## config.mk

```make
export PLATFORM = sky130hd
export DESIGN_NAME = add_seq
export DESIGN_NICKNAME = d
export VERILOG_FILES = /design/src/rtl/add_seq_pkg.sv /design/src/rtl/add_slice.sv /design/src/rtl/add_seq.sv
export SDC_FILE = /design/constraint.sdc
export NUM_CORES = 1
export LEC_CHECK = 0
export CORE_UTILIZATION = 55
export CTS_BUF_LIST = sky130_fd_sc_hd__clkbuf_16
export DETAILED_ROUTE_END_ITERATION = 16
export PLACE_DENSITY = 0.9
export SLEW_MARGIN = 30
export SYNTH_ARGS = -nofsm -noshare
export SYNTH_HDL_FRONTEND = slang
export SYNTH_HIERARCHICAL = 1
export SYNTH_SLANG_ARGS = --single-unit
```

## constraint.sdc

```tcl
create_clock -name clk -period 4 [get_ports clk]
set_input_delay 1 -clock clk [delete_from_list [all_inputs] [get_ports clk]]
set_output_delay 1 -clock clk [all_outputs]
set_load 0.02 [all_outputs]
```

## src/rtl/add_seq_pkg.sv

```systemverilog
// Shared types and sizing helpers for the
// chunked multi-cycle adder/subtractor.
package add_seq_pkg;

  typedef enum logic [1:0] {
    IDLE,
    BUSY,
    DONE
  } state_t;

  function automatic int num_chunks(
    input int w,
    input int c
  );
    return w / c;
  endfunction

  function automatic int cnt_width(
    input int n
  );
    return (n > 1) ? $clog2(n) : 1;
  endfunction

endpackage

```

## src/rtl/add_slice.sv

```systemverilog
// Combinational W-bit ripple adder; the only
// carry path inside one clock of add_seq.
module add_slice #(
  parameter int W = 4
) (
  input  logic [W-1:0] a,
  input  logic [W-1:0] b,
  input  logic         cin,
  output logic [W-1:0] s,
  output logic         cout
);

  assign {cout, s} = {1'b0, a}
                   + {1'b0, b}
                   + {{W{1'b0}}, cin};

endmodule

```

## src/rtl/add_seq.sv

```systemverilog
// Multi-cycle adder/subtractor: one CHUNK-bit
// slice per clock, LSB first, registered carry.
module add_seq
  import add_seq_pkg::*;
#(
  parameter int WIDTH = 16,
  parameter int CHUNK = 4
) (
  input  logic             clk,
  input  logic             rst_n,
  input  logic             in_valid,
  output logic             in_ready,
  input  logic [WIDTH-1:0] num1,
  input  logic [WIDTH-1:0] num2,
  input  logic             sub,
  input  logic             cin,
  output logic             out_valid,
  input  logic             out_ready,
  output logic [WIDTH-1:0] out,
  output logic             cout,
  output logic             ovf
);

  localparam int N  = num_chunks(WIDTH, CHUNK);
  localparam int CW = cnt_width(N);
  localparam int NS = 2 ** CW;
  localparam logic [CW-1:0] LAST = CW'(N - 1);

  state_t            state_q;
  logic [CW-1:0]     cnt_q;
  logic [WIDTH-1:0]  a_q;
  logic [WIDTH-1:0]  b_q;
  logic [WIDTH-1:0]  out_q;
  logic              carry_q;
  logic              cout_q;
  logic              ovf_q;

  logic [CHUNK-1:0]  a_ch [NS];
  logic [CHUNK-1:0]  b_ch [NS];
  logic [CHUNK-1:0]  a_sl;
  logic [CHUNK-1:0]  b_sl;
  logic [CHUNK-1:0]  sum_d;
  logic              carry_d;
  logic              ovf_d;

  // Pad the chunk table to a power of two so
  // every counter value selects a defined entry.
  for (genvar i = 0; i < NS; i++) begin : g_ch
    if (i < N) begin : g_live
      assign a_ch[i] = a_q[i*CHUNK +: CHUNK];
      assign b_ch[i] = b_q[i*CHUNK +: CHUNK];
    end else begin : g_pad
      assign a_ch[i] = '0;
      assign b_ch[i] = '0;
    end
  end

  assign a_sl = a_ch[cnt_q];
  assign b_sl = b_ch[cnt_q];

  add_slice #(
    .W (CHUNK)
  ) u_slice (
    .a    (a_sl),
    .b    (b_sl),
    .cin  (carry_q),
    .s    (sum_d),
    .cout (carry_d)
  );

  assign ovf_d = (a_sl[CHUNK-1] == b_sl[CHUNK-1])
              && (sum_d[CHUNK-1] != a_sl[CHUNK-1]);

  always_ff @(posedge clk or negedge rst_n) begin
    if (!rst_n) begin
      state_q <= IDLE;
      cnt_q   <= '0;
      a_q     <= '0;
      b_q     <= '0;
      out_q   <= '0;
      carry_q <= 1'b0;
      cout_q  <= 1'b0;
      ovf_q   <= 1'b0;
    end else begin
      case (state_q)
        IDLE: begin
          if (in_valid) begin
            a_q     <= num1;
            b_q     <= sub ? ~num2 : num2;
            carry_q <= sub | cin;
            out_q   <= '0;
            cout_q  <= 1'b0;
            ovf_q   <= 1'b0;
            cnt_q   <= '0;
            state_q <= BUSY;
          end
        end
        BUSY: begin
          for (int i = 0; i < N; i++) begin
            if (cnt_q == CW'(i)) begin
              out_q[i*CHUNK +: CHUNK] <= sum_d;
            end
          end
          carry_q <= carry_d;
          if (cnt_q == LAST) begin
            cout_q  <= carry_d;
            ovf_q   <= ovf_d;
            cnt_q   <= '0;
            state_q <= DONE;
          end else begin
            cnt_q <= cnt_q + 1'b1;
          end
        end
        DONE: begin
          if (out_ready) begin
            state_q <= IDLE;
          end
        end
        default: state_q <= IDLE;
      endcase
    end
  end

  assign in_ready  = (state_q == IDLE);
  assign out_valid = (state_q == DONE);
  assign out       = out_q;
  assign cout      = cout_q;
  assign ovf       = ovf_q;

endmodule

```

Word level (Yosys, flattened, before mapping). Index checks and enable logic that the tools add are counted.

Output and inout port bits: 20. Input port bits: 38. Bits in registers: 55. Word-level logic and storage cells: 69.

Equal/unequal tests: 13. Add/sub/neg operators: 3. Muxes and demuxes: 27. Reductions and logical operators: 11. Bitwise gates (word level): 3. $lt $le $gt $ge: 1.

Operators by type and width (number): $mux 16 (2); $mux 4 (8); $pmux 16 s2 (1); $bmux 4 s2 (2); $not 16->16 (1); $reduce_and 3->1 (5); $mux 2 (5); $ne 2x2->1 const B (5); $eq 2x2->1 const B (3); $pmux 1 s2 (3); $pmux 2 s3 (1); $add 4x4->5 (1); $add 5x1->5 (1); $eq 2x1->1 const B (2); $logic_not 2->1 (2); $mux 1 (4); $pmux 2 s2 (1); $reduce_and 2->1 (2); $ge 3x3->1 const B (1); $not 2->3 (1); $add 2x1->2 const B (1); $ne 2x1->1 const B (1); $reduce_bool 2->1 (1); $eq 1x1->1 (1); 3 further kinds (3).

Logic depth before layout (Yosys ltp).
Depth after elaboration: 10. Depth in mapped cells: 10. Gate-level depth less buffers: 9.

Modules after synthesis. The synthesis kept the hierarchy.

Modules (own cells, without submodules): add_seq (sequential area each 1376.3 um2, times used 1, area each 2680.1 um2, cells an instance 214); add_slice (sequential area each 0.0 um2, times used 1, area each 143.9 um2, cells an instance 16).

Least setup slack after synthesis. No wires, ideal clock.

Kind: flip-flop to flip-flop. Start: register cnt_q[0]. End: register ovf_q (netlist: ovf). Library setup time: 0.069 ns. Data arrival time: 2.620 ns. Period minus slack after synthesis: 2.689 ns. Required time: 3.931 ns. Path buffers: 1. Cell stages (with the launch flop): 9. Path slack: 1.311 ns. Cells stage by stage: dfrtp_1 > buf_6 > mux4_1 > fa_1 > a21o_1 > a21oi_2 > xnor2_1 > or4b_1 > nand3_1.

Word-level cells in the longest chain between the ends: 10. Elaborated cells on any way between the ends: 17. Those cells by class: add/sub (2); eq/ne (4); mux (8); bitwise (1); reduce/logical (2).

Ends and longest elaborated chain: from (decl) (line add_seq.sv:30) `logic [CW-1:0] cnt_q;`; from (signal assigned) (line add_seq.sv:111) `cnt_q <= cnt_q + 1'b1;`; $not 2->3 (implied by the code) (line add_seq.sv:58) `assign a_sl = a_ch[cnt_q];`; $bmux 4 s2 (line add_seq.sv:58); $mux 4 (implied by the code) (2 in a row) (line add_seq.sv:58); named net a_sl[0] (line add_seq.sv:40) `logic [CHUNK-1:0] a_sl;`; $add 4x4->5 (line add_slice.sv:14) `+ {1'b0, b}`; $add 5x1->5 (line add_slice.sv:15) `+ {{W{1'b0}}, cin};`; named net sum_d[3] (line add_seq.sv:42) `logic [CHUNK-1:0] sum_d;`; $ne 1x1->1 (line add_seq.sv:72) `&& (sum_d[CHUNK-1] != a_sl[CHUNK-1]);`; $logic_and 1x1->1 (line add_seq.sv:72); $mux 1 (line add_seq.sv:105) `if (cnt_q == LAST) begin`; $pmux 1 s2 (line add_seq.sv:85) `case (state_q)`; to (signal assigned) (line add_seq.sv:107) `ovf_q <= ovf_d;`; to (decl) (line add_seq.sv:36) `logic ovf_q;`.

The timed path passes the listed nets, and every way through them passes these cells. The select of a mux whose other input is x is not followed. A chain may end at the register's enable or synchronous reset.

Worst setup path in the final report. Same ends and word-level chain as after synthesis.

==> results.py <==
metrics = {
    "final_layout": {
        "stdcell_count": 352,
        "fin_nets": 331,
        "post-route-cell-area_um2": 3560,
        "diodes": 0,
        "syn_to_final_growth_pct": 26.1,
        "final_cell_mix": "clkdlybuf4s50_1, dfrtp_1, a22o_1, nor2_1, xnor2_1",
        "nFillCells": 332,
        "drive_gt1_frac": 0.105,
        "final_common_cell": "clkdlybuf4s50_1",
    },
    "setup_path": {
        "arrival_ns": 3.41,
        "endpoint_kind": "flop",
        "crit_fanout": 13,
        "start_kind": "flop",
        "worstSetupPathType": "flop to flop",
        "rr_worst_depth": 7,
        "cp_data_required_time_ns": 4.23,
    },
    "placed_design": {
        "numPlacedInstances": 344,
        "preCtsSetupSlack_ns": 0.884,
        "dpl_cell_area_um2": 3420,
        "finalWeightedCongestion": 0.830,
        "io_buffers": 57,
        "hpwl_um": 4000,
    },
    "yosys": {
        "ys_seq_elements": 55,
        "synth_edf_count": 0,
        "synth_fp_nets": 277,
        "netlist_area_um2": 2820,
        "ys_seq_area_frac": 0.487,
        "synthFlopType": "dfrtp_1",
        "syn_avg_cell_area_um2": 12.3,
        "postSynthCellCount": 230,
        "yosysUniqueCellTypes": 33,
        "async_reset_ff_frac": 1.00,
        "ys_warn_count": 6,
    },
    "floorplanning": {
        "ios": 58,
        "die_area_um2": 5430,
        "die_w_um": 73.7,
        "fp.dieH_um": 73.7,
        "start_util": 0.586,
        "core_um2": 4820,
        "num_rows": 25,
    },
    "sta": {
        "fin_setup_tns_ns": 0,
        "worst_clock_skew_ns": 0.00453,
        "fin_crit_sh": 0.795,
        "fin_crit_ns": 3.18,
        "finalWorstSetupSlack_ns": 0.819,
        "tightest_slew_ns": 0.838,
        "fmax_mhz": 314,
        "grt_setup_unrepaired": "false",
        "relSlewSlack": 0.441,
        "slew_violations": 0,
        "holdWs_ns": 0.500,
        "finalSetupViolations": 0,
        "hold_violations": 0,
    },
    "cts": {
        "cts_setup_buffers": 0,
        "cts_buffer_depth": 2,
        "holdBufCountCts": 0,
        "ctsResizeCount": 0,
        "clock_sinks": 55,
        "cts_buffers": 5,
        "clk_root_buffer_cell": "clkbuf_16",
        "cts_tree": "built",
        "clock_latency_ns": 0.29,
        "clkTransAtPathRegs_ns": 0.06,
        "htree_levels": 2,
    },
    "drt": {
        "wl_per_cell_um": 16.2,
        "vias": 1976,
        "ant_nets": 0,
        "drtIter0Drc": 188,
        "dr.pass1.iters": 4,
        "drc": 0,
        "wl_um": 5710,
        "avgViaCountPerCell": 5.61,
    },
    "power": {
        "p_leak_nw": 1.51,
        "power_density_nw_per_um2": 927,
        "peakVddDrop_uv": 455,
    },
    "global_routing": {
        "grt_pass1_wl_um": 9340,
        "gr-usage-all-layers": 0.233,
        "grt_overflow_total": 0,
        "first_global_vias": 1946,
        "antenna_found_initial": 0,
        "grt_max_degree": 50,
    },
    "hold_path": {
        "min_path_type": "flop to flop",
        "min_path_cells": 1,
    },
    "flow_run": {
        "drv_cap": 0,
    },
    "run_status": {
        "outcome": "finished clean",
    },
}
## state kept, by name, summed over array words and instances (netlist names)
name	flops
cnt_q	2
cout	1
b_q	16
out	16
carry_q	1
ovf	1
state_q	2
a_q	16
## per-stage QoR
step | util | power [mW]
floorplan | - | 2.34
global placement | 0.710 | 2.75
detailed placement | 0.710 | 2.88
CTS | 0.738 | 3.31
global route | 0.739 | 3.53
finish | 0.739 | 3.30
## worst max-delay path, cell delays in order, from the launching register on
cell and delay, ns:
dfrtp_1 0.73, mux4_1 0.68, fa_1 0.49, a21o_1 0.19, a21oi_2 0.16, xnor2_1 0.30, or4b_1 0.48, nand3_1 0.09
## Yosys cell counts, drive strengths merged, types with 5 or more instances
master | instances | share of area
dfrtp | 55 | 0.49
a22o | 32 | 0.099
nor2 | 19 | 0.025
a21oi | 18 | 0.033
xnor2 | 18 | 0.056
mux2 | 16 | 0.064
inv | 12 | 0.016
clkbuf | 9 | 0.016
mux4 | 8 | 0.073
ha | 7 | 0.031
nor2b | 6 | 0.013
buf | 5 | 0.016
## report_power, final
group	total (mW)	internal [mW]	switching, mW
registers	1.05	0.816	0.234
logic	1.84	0.911	0.933
clock network	0.406	0.226	0.180
total	3.30	1.95	1.35
## logic make-up (layout without fill, tap and decap cells)
logic type	Yosys count	after routing	synth area share
AO/OA/AOI/OAI	60	60	0.156
flip-flops	55	55	0.487
AND/OR/NAND/NOR	37	37	0.0678
buffers and inverters	26	81	0.0470
multiplexers	25	25	0.140
XOR/XNOR	18	18	0.0558
adder cells (fa/ha/maj)	9	9	0.0452
## per-layer routing
metal / global-route usage / part of all wire
met1: 0.291 / 0.43
met2: 0.397 / 0.51
met3: 0.0562 / 0.044
met4: 0.0812 / 0.018
met5: 0 / 0
## layout make-up
cell class / count / area [um^2] / area share
Clock buffer: 5 / 125 / 0.0351
Clock inverter: 3 / 11.3 / 0.00316
Inverter: 12 / 45.0 / 0.0127
Multi-Input combinational cell: 149 / 1320 / 0.371
Sequential cell: 55 / 1380 / 0.387
Tap cell: 67 / 83.8 / 0.0236
Timing Repair Buffer: 61 / 598 / 0.168
## path summary, 6_finish.rpt
kind                            startpoint     end  slack [ns]
worst min register to register      a_q[9]  a_q[9]        0.50
min in group asynchronous            rst_n  out[6]        0.71
worst min-delay path                a_q[9]  a_q[9]        0.50
max in group asynchronous            rst_n  b_q[9]        2.72
worst max-delay path              cnt_q[0]     ovf        0.82
worst max register to register    cnt_q[0]     ovf        0.82
(Power assumes the default switching activity.)
